==> config.mk <==
export PLATFORM = sky130hd
export DESIGN_NAME = rvm_mul_seq_flat
export DESIGN_NICKNAME = d
export VERILOG_FILES = /design/src/rtl/rvm_mul_seq_pkg.sv /design/src/rtl/rvm_mul_seq_if.sv /design/src/rtl/rvm_mul_seq_sign.sv /design/src/rtl/rvm_mul_seq.sv /design/src/flat_wrapper.sv
export SDC_FILE = /design/constraint.sdc
export NUM_CORES = 1
export LEC_CHECK = 0
export ABC_AREA = 0
export BUFFER_PORTS_ARGS = -buffer_cell sky130_fd_sc_hd__buf_2
export CELL_PAD_IN_SITES_DETAIL_PLACEMENT = 0
export CELL_PAD_IN_SITES_GLOBAL_PLACEMENT = 1
export CORE_MARGIN = 2
export CORE_UTILIZATION = 30
export DETAILED_ROUTE_END_ITERATION = 16
export PLACE_DENSITY_LB_ADDON = 0.12
export SYNTH_ARGS = -nofsm -noshare
export SYNTH_HDL_FRONTEND = slang
export SYNTH_SLANG_ARGS = --single-unit
==> constraint.sdc <==
create_clock -name clk -period 4.6 [get_ports clk]
set_input_delay 0.92 -clock clk [delete_from_list [all_inputs] [get_ports clk]]
set_output_delay 0.92 -clock clk [all_outputs]
set_load 0.01 [all_outputs]
==> src/rtl/rvm_mul_seq_pkg.sv <==
// Shared constants for the sequential multiplier: adder op codes,
// multiply op codes and FSM state encodings.
package rvm_mul_seq_pkg;

    localparam logic [2:0] RVM_ARITH_NOP = 3'd0;
    localparam logic [2:0] RVM_ARITH_ADD = 3'd1;
    localparam logic [2:0] RVM_ARITH_SUB = 3'd2;

    localparam logic [1:0] RVM_MUL_OP_MUL    = 2'b00;
    localparam logic [1:0] RVM_MUL_OP_MULH   = 2'b01;
    localparam logic [1:0] RVM_MUL_OP_MULHSU = 2'b10;
    localparam logic [1:0] RVM_MUL_OP_MULHU  = 2'b11;

    typedef enum logic [1:0] {
        ST_IDLE = 2'd0,
        ST_ITER = 2'd1,
        ST_FIX  = 2'd2,
        ST_DONE = 2'd3
    } mul_state_t;

    // Only MUL returns the low product word; every other op returns the high word.
    function automatic logic mul_sel_hi(input logic [1:0] op);
        return op != RVM_MUL_OP_MUL;
    endfunction

endpackage

==> src/rtl/rvm_mul_seq_if.sv <==
// Request/response handshake plus the borrowed shared-adder port.
// slave: the multiplier. master: the core side that also owns the adder.
interface rvm_mul_seq_if;
    logic        req_valid;
    logic        req_ready;
    logic [1:0]  req_op;
    logic [31:0] req_lhs;
    logic [31:0] req_rhs;
    logic        rsp_valid;
    logic        rsp_ready;
    logic [31:0] rsp_result;
    logic [31:0] add_lhs;
    logic [31:0] add_rhs;
    logic [2:0]  add_op;
    logic        add_valid;
    logic [32:0] add_result;

    modport slave (
        input  req_valid, req_op, req_lhs, req_rhs, rsp_ready, add_valid, add_result,
        output req_ready, rsp_valid, rsp_result, add_lhs, add_rhs, add_op
    );

    modport master (
        output req_valid, req_op, req_lhs, req_rhs, rsp_ready, add_valid, add_result,
        input  req_ready, rsp_valid, rsp_result, add_lhs, add_rhs, add_op
    );
endinterface

==> src/rtl/rvm_mul_seq_sign.sv <==
// Combinational sign helpers for the multiplier: operand magnitudes,
// result sign and 64-bit negate. Real logic only when RVM_MUL_SIGNED_EN
// is defined; otherwise plain pass-through wiring.
module rvm_mul_sign
    import rvm_mul_seq_pkg::*;
(
    input  logic [1:0]  op,
    input  logic [31:0] lhs,
    input  logic [31:0] rhs,
    input  logic [63:0] prod,
    output logic [31:0] lhs_abs,
    output logic [31:0] rhs_abs,
    output logic        neg,
    output logic [63:0] prod_neg
);
`ifdef RVM_MUL_SIGNED_EN
    logic lhs_signed;
    logic rhs_signed;

    // |0x80000000| wraps to 0x80000000, which is the right magnitude unsigned.
    assign lhs_signed = (op == RVM_MUL_OP_MULH) || (op == RVM_MUL_OP_MULHSU);
    assign rhs_signed = (op == RVM_MUL_OP_MULH);
    assign lhs_abs    = (lhs_signed && lhs[31]) ? (~lhs + 32'd1) : lhs;
    assign rhs_abs    = (rhs_signed && rhs[31]) ? (~rhs + 32'd1) : rhs;
    assign neg        = (lhs_signed & lhs[31]) ^ (rhs_signed & rhs[31]);
    assign prod_neg   = ~prod + 64'd1;
`else
    logic unused_op;

    assign unused_op = ^op;
    assign lhs_abs   = lhs;
    assign rhs_abs   = rhs;
    assign neg       = 1'b0;
    assign prod_neg  = prod;
`endif
endmodule

==> src/rtl/rvm_mul_seq.sv <==
// Iterative 32x32 shift-add multiplier that borrows the shared adder for
// every partial-product add. Signed MULH/MULHSU need RVM_MUL_SIGNED_EN;
// without it they are computed as MULHU.
//
// state | meaning
// IDLE  | ready for a request
// ITER  | one multiplier bit per commit, 32 commits
// FIX   | negate the 64-bit product (signed ops, negative result)
// DONE  | result presented until rsp_ready
module rvm_mul_seq
    import rvm_mul_seq_pkg::*;
#(
    parameter int XLEN = 32
) (
    input logic          clk,
    input logic          reset,
    rvm_mul_seq_if.slave bus
);
    mul_state_t      state_q, state_d;
    logic [XLEN-1:0] mcand, acc_hi, acc_lo;
    logic [5:0]      cnt;
    logic [1:0]      op_q;
    logic            accept, commit, fix;
    logic [XLEN:0]   sum;
    logic [31:0]     lhs_abs, rhs_abs;
    logic            sign_neg;
    logic [63:0]     prod_neg;

    rvm_mul_sign u_sign (
        .op      (bus.req_op),
        .lhs     (bus.req_lhs),
        .rhs     (bus.req_rhs),
        .prod    ({acc_hi, acc_lo}),
        .lhs_abs (lhs_abs),
        .rhs_abs (rhs_abs),
        .neg     (sign_neg),
        .prod_neg(prod_neg)
    );

`ifdef RVM_MUL_SIGNED_EN
    logic neg;

    // Result sign is captured with the operands.
    always_ff @(posedge clk or posedge reset) begin
        if (reset)       neg <= 1'b0;
        else if (accept) neg <= sign_neg;
    end
`else
    logic unused_sign;
    assign unused_sign = ^{sign_neg, prod_neg};
`endif

    // Without an add this iteration, the carry-in row is just acc_hi.
    assign sum = acc_lo[0] ? bus.add_result : {1'b0, acc_hi};

    // State register.
    always_ff @(posedge clk or posedge reset) begin
        if (reset) state_q <= ST_IDLE;
        else       state_q <= state_d;
    end

    // Next state, handshake outputs and adder drive.
    always_comb begin
        state_d        = state_q;
        accept         = 1'b0;
        commit         = 1'b0;
        fix            = 1'b0;
        bus.req_ready  = 1'b0;
        bus.rsp_valid  = 1'b0;
        bus.rsp_result = '0;
        bus.add_op     = RVM_ARITH_NOP;
        bus.add_lhs    = '0;
        bus.add_rhs    = '0;
        case (state_q)
            ST_IDLE: begin
                bus.req_ready = 1'b1;
                if (bus.req_valid) begin
                    accept  = 1'b1;
                    state_d = ST_ITER;
                end
            end
            ST_ITER: begin
                if (acc_lo[0]) begin
                    bus.add_op  = RVM_ARITH_ADD;
                    bus.add_lhs = acc_hi;
                    bus.add_rhs = mcand;
                end
                commit = !acc_lo[0] || bus.add_valid;
                if (commit && cnt == 6'(XLEN - 1)) begin
`ifdef RVM_MUL_SIGNED_EN
                    state_d = neg ? ST_FIX : ST_DONE;
`else
                    state_d = ST_DONE;
`endif
                end
            end
`ifdef RVM_MUL_SIGNED_EN
            ST_FIX: begin
                fix     = 1'b1;
                state_d = ST_DONE;
            end
`endif
            ST_DONE: begin
                bus.rsp_valid  = 1'b1;
                bus.rsp_result = mul_sel_hi(op_q) ? acc_hi : acc_lo;
                if (bus.rsp_ready) state_d = ST_IDLE;
            end
            default: state_d = ST_IDLE;
        endcase
    end

    // Operand capture, shift-add commit and final negate.
    always_ff @(posedge clk or posedge reset) begin
        if (reset) begin
            mcand  <= '0;
            acc_hi <= '0;
            acc_lo <= '0;
            cnt    <= '0;
            op_q   <= RVM_MUL_OP_MUL;
        end else if (accept) begin
            mcand  <= lhs_abs;
            acc_lo <= rhs_abs;
            acc_hi <= '0;
            cnt    <= '0;
            op_q   <= bus.req_op;
        end else if (commit) begin
            {acc_hi, acc_lo} <= {sum, acc_lo[XLEN-1:1]};
            cnt              <= cnt + 6'd1;
        end else if (fix) begin
            {acc_hi, acc_lo} <= prod_neg;
        end
    end
endmodule

==> src/flat_wrapper.sv <==
// flat-port wrapper written by rule: the top's interface ports become plain ports
module rvm_mul_seq_flat import rvm_mul_seq_pkg::*;
#(
    parameter int XLEN = 32
)
  (clk, reset, bus_req_valid, bus_req_op, bus_req_lhs, bus_req_rhs, bus_rsp_ready, bus_add_valid, bus_add_result, bus_req_ready, bus_rsp_valid, bus_rsp_result, bus_add_lhs, bus_add_rhs, bus_add_op);
  rvm_mul_seq_if bus_i ();
  input logic clk;
  input logic reset;
  input wire logic [$bits(bus_i.req_valid)-1:0] bus_req_valid;
  input wire logic [$bits(bus_i.req_op)-1:0] bus_req_op;
  input wire logic [$bits(bus_i.req_lhs)-1:0] bus_req_lhs;
  input wire logic [$bits(bus_i.req_rhs)-1:0] bus_req_rhs;
  input wire logic [$bits(bus_i.rsp_ready)-1:0] bus_rsp_ready;
  input wire logic [$bits(bus_i.add_valid)-1:0] bus_add_valid;
  input wire logic [$bits(bus_i.add_result)-1:0] bus_add_result;
  output wire logic [$bits(bus_i.req_ready)-1:0] bus_req_ready;
  output wire logic [$bits(bus_i.rsp_valid)-1:0] bus_rsp_valid;
  output wire logic [$bits(bus_i.rsp_result)-1:0] bus_rsp_result;
  output wire logic [$bits(bus_i.add_lhs)-1:0] bus_add_lhs;
  output wire logic [$bits(bus_i.add_rhs)-1:0] bus_add_rhs;
  output wire logic [$bits(bus_i.add_op)-1:0] bus_add_op;
  assign bus_i.req_valid = bus_req_valid;
  assign bus_i.req_op = bus_req_op;
  assign bus_i.req_lhs = bus_req_lhs;
  assign bus_i.req_rhs = bus_req_rhs;
  assign bus_i.rsp_ready = bus_rsp_ready;
  assign bus_i.add_valid = bus_add_valid;
  assign bus_i.add_result = bus_add_result;
  assign bus_req_ready = bus_i.req_ready;
  assign bus_rsp_valid = bus_i.rsp_valid;
  assign bus_rsp_result = bus_i.rsp_result;
  assign bus_add_lhs = bus_i.add_lhs;
  assign bus_add_rhs = bus_i.add_rhs;
  assign bus_add_op = bus_i.add_op;
  rvm_mul_seq #(.XLEN(XLEN)) u_core (.clk(clk), .reset(reset), .bus(bus_i));
endmodule
# After elaboration in Yosys (flattened, before gate mapping)
# Cells that the tools add are included.
# Widths: inputs -> output; s select.
dict set report word_totals {
  register_bits 106
  output_inout_bits 101
  in_bits 104
  word_cells 44
}
dict set report classes {
  n_mux 24
  n_eq_ne 6
  n_addsub 1
  reduce_logical 7
}
# cell count
set ops {}
lappend ops {{$mux 32} 10}
lappend ops {{$mux 33} 1}
lappend ops {{$mux 6} 2}
lappend ops {{$add 6x1->6 const B} 1}
lappend ops {{$eq 6x5->1 const B} 1}
lappend ops {{$mux 1} 6}
lappend ops {{$mux 2} 3}
lappend ops {{$pmux 2 s3} 1}
lappend ops {{$ne 2x2->1 const B} 2}
lappend ops {{$reduce_bool 2->1} 2}
lappend ops {{$mux 3} 1}
lappend ops {{$reduce_and 3->1} 1}
lappend ops {{$eq 2x1->1 const B} 1}
lappend ops {{$eq 2x2->1 const B} 1}
lappend ops {{$logic_not 2->1} 1}
lappend ops {{$ne 2x1->1 const B} 1}
lappend ops {{$logic_and 1x1->1} 1}
lappend ops {{$logic_not 1->1} 1}
lappend ops {{$logic_or 1x1->1} 1}

# Longest topological paths before layout
dict set report depth {
  ltp_word 5
  ltp_mapped 6
  ltp_nobuf 4
}

# By module
# From an unflattened synthesis, not the netlist that was laid out.
dict set report unflattened {
  cells_unflattened 656
  area_unflattened_um2 6447.4
}
# module area_per_inst_um2 seq_area_each_um2 cells_each instances
set by_module_without_submodules {}
lappend by_module_without_submodules {rvm_mul_seq 5475.3 2652.5 526 1}
lappend by_module_without_submodules {rvm_mul_sign 972.2 0.0 130 1}

# Worst setup path after synthesis
# Ideal clock, no wire load.
dict set report synth_path {
  path_kind {register to output}
  from {register u_core.state_q[1]}
  to {output bus_add_lhs[13]}
  path_stages_with_launch 6
  required_ps 3680
  n_path_buf 3
  path_slack_ps 2333
  t_arrival_ps 1347
  path_cell_list {dfrtp_1 -> buf_4 -> nor2b_1 -> buf_2 -> clkbuf_1 -> and3_1}
}
dict set report synth_between {
  elab_chain_cells 2
}
# item line_no
set synth_lines {}
lappend synth_lines {{from (decl)} rvm_mul_seq.sv:19} ;# mul_state_t state_q, state_d;
lappend synth_lines {{from (signal assigned)} rvm_mul_seq.sv:59} ;# else state_q <= state_d;
lappend synth_lines {{$eq 2x1->1} rvm_mul_seq.sv:74} ;# case (state_q)
lappend synth_lines {{$mux 32} rvm_mul_seq.sv:74}
lappend synth_lines {{to (decl)} flat_wrapper.sv:20} ;# output wire logic [$bits(bus_i.add_lhs)-1:0] bus_add_lhs;
# Every way passes these cells.

# Worst setup path after layout
dict set report layout_path {
  from {register u_core.state_q[0]}
  to {output bus_add_rhs[22]}
}
dict set report layout_between {
  elab_chain_cells 2
}
# item line_no
set layout_lines {}
lappend layout_lines {{$eq 2x1->1} rvm_mul_seq.sv:74}
lappend layout_lines {{$mux 32} rvm_mul_seq.sv:74}
lappend layout_lines {{to (decl)} flat_wrapper.sv:21} ;# output wire logic [$bits(bus_i.add_rhs)-1:0] bus_add_rhs;
# Every way passes these cells.

==> flow_summary.toml <==
[sta]
hold_viol_final = 0
worst_pin_slew_ns = 1.08
whs_ns = 0.490
period_share = 0.698
finClkSkew_ns = 0.00708
relSlewSlack = 0.275
period_needed_ns = 3.21
max_freq_mhz = 311
rsz0062_at_grt = "no"
final-max-slew-violation-count = 0
setup_ws_ns = 1.39
setup_viol = 0
finalSetupTns_ns = 0

[cts]
cts_tree = "done"
cts-htree-levels = 3
hold_buffers = 0
cts_max_path_buffers = 2
clk_latency_ns = 0.35
clock_sink_count = 106
post_cts_buffers = 0
cts.root.buffer_cell = "clkbuf_16"
path_clk_slew_ns = 0.07
numCtsBuffers = 9
cts_resized = 0

[detailed_routing]
via_per_inst = 5.02
met2WireLength_mm = 7.63
drc_errors = 0
vias = 4657
routed.top_layer = "met4"
drt-wirelength-per-cell_um = 17.7
drtPass1Iterations = 4
ant_nets = 0
drtIter0Drc = 191
routed_wl_mm = 16.4
wl_met1_mm = 7.52
wl_met3_mm = 1.19

[worst_setup_path]
r2r_setup_slack_ns = 2.00
worstPathRequired_ns = 3.68
cpMaxStageDelayCell = "nor2b_4"
r2r_cells = 4
slowest_delay_ns = 0.67
cp_top_family = "simple AND/OR/NAND/NOR gates"
reg2reg_to = "u_core.acc_lo[30]"
crit_path_start_kind = "register"
cp_num_buf_inv = 2
crit_path_end_kind = "output port"
cp.depth = 4
criticalPathCategory = "register to output port"
arrival_ns = 2.29
cp_cell_sequence = "nor2b_4, buf_4, and3_1, buf_2"
rr_startpoint = "u_core.acc_lo[0]"
cp_max_fo = 37

[die]
die_area_um2 = 19300
rows = 49
ios = 205
die_h_um = 139
fp.coreArea_um2 = 17900
die_x_um = 139
start_util = 0.306

[place]
gp_congestion = 0.765
dp_cells = 912
place_area_um2 = 6630
portBuffers = 202
dp_hpwl_mm = 11.1
dp_slack_ns = 1.74

[power_and_ir_drop]
ir_drop_uv = 277
power_mw = 4.29
pwr-share-seq = 0.423
power.leakage_nw = 3.55
clkPwrFrac = 0.198
power_density_nw_per_um2 = 617
comb_power_share = 0.379
switchingPower_mw = 1.63
p_sw_frac = 0.381
intPower_mw = 2.65

[finish]
final_cell_area_um2 = 6950
layout-drive-gt1-share = 0.386
utilization = 0.388
area_growth_pct = 27.1
antenna_cells = 0
nNetsFinal = 799
n_fill_cell = 1845
fin_cells = 928

[logic_synthesis]
synth_top_family_by_area = "simple AND/OR/NAND/NOR gates"
synth-edff-count = 0
muxShareOfSynthArea = 0.132
synth_compound_area_frac = 0.153
ys_top_cells_by_area = "dfrtp_1 48%, and3_1 7.3%, mux2_2 7.2%"
yosys.area_share.adder = 0.00229
yosysTopAreaCell = "dfrtp_1"
synth_simple_gate_area_frac = 0.181
synth.most_common_cell = "dfrtp_1"
synth-seq-cells = 106
synth_warnings = 0
seq_area_frac_synth = 0.485
syn_area_um2 = 5470
ys_types = 32
avgSynthCellArea_um2 = 10.4
async_flop_share = 1.00
synthTopCellsByCount = "106 x dfrtp_1, 68 x nand2_1, 64 x and3_1, 37 x a21oi_1, 35 x mux2_2"
synthCells = 525
yosys.area_share.xor_xnor = 0
yosysTopAreaCellShare = 0.485
ys.flop_type = "dfrtp_1"

[grt]
antenna_found_initial = 0
grt_usage = 0.169
grt_pass1_wl_mm = 26.2
grt-ovfl-total = 0
grt_max_degree = 71
grt_pass1_vias = 4795

[flow_run]
max-cap-violations = 0

[min_path]
hold_end = "u_core.cnt[5]"
hold_depth = 1
hold_path_class = "register to register"
holdCritStartpoint = "u_core.cnt[5]"

[run_status]
status = "finished clean"
-- metal layers --
metal	up-vias	GRT usage
li1	2231	-
met1	2270	0.226
met2	149	0.267
met3	7	0.0566
met4	0	0.0377
met5	-	0
-- cell families (layout without fill, tap and decap cells) --
logic type                 count (synthesis)  count (layout)
other                                      1               2
muxes                                     68              68
AOI/OAI and AO/OA                        107             107
buffers and inverters                     58             231
DFF                                      106             106
adders and majority gates                  1               1
and+or+nand+nor                          184             184
-- worst max path at each step --
stage                       from          endpoint  slack, ns
2_1_floorplan              reset  u_core.acc_hi[0]       0.89
3_3_place_gp   u_core.state_q[0]   bus_add_lhs[30]       1.82
3_5_place_dp   u_core.state_q[0]   bus_add_rhs[22]       1.74
4_1_cts        u_core.state_q[0]   bus_add_rhs[22]       1.33
5_1_grt        u_core.state_q[0]   bus_add_rhs[22]       1.20
6_report       u_core.state_q[0]   bus_add_rhs[22]       1.39
-- cells in the final DEF (no fill, tap or decap), drive strengths merged, types with 4 or more instances in the layout --
cell	instances
dfrtp	106
nor2	5
a21oi	38
clkbuf	9
and3	64
buf	211
a221o	32
mux2	35
and2	32
inv	4
mux2i	33
o2bb2ai	31
nand2	68
-- flip-flops by register name, indices dropped and copies added (netlist names) --
signal / flops
u_core.op_q: 2
u_core.acc_hi: 32
u_core.acc_lo: 32
u_core.mcand: 32
u_core.cnt: 6
u_core.state_q: 2
-- area by class of cell --
type | count | area [µm²] | share of cell area
repair buffers | 211 | 1080 | 0.155
well taps | 229 | 287 | 0.0412
inverters | 4 | 17.5 | 0.00252
clock buffers | 9 | 225 | 0.0324
clock inverters | 7 | 93.8 | 0.0135
flip-flops and latches | 106 | 2660 | 0.382
multi-input cells | 362 | 2590 | 0.373
-- power groups by stage --
stage	clock network (mW)	registers [mW]	logic, mW
4_1_cts	0.876	1.81	1.66
5_1_grt	0.908	1.89	1.84
3_5_place_dp	0	1.83	1.65
3_3_place_gp	0	1.83	1.62
6_report	0.850	1.81	1.62
2_1_floorplan	0	1.63	1.29
Power figures use the tool's default switching activity.
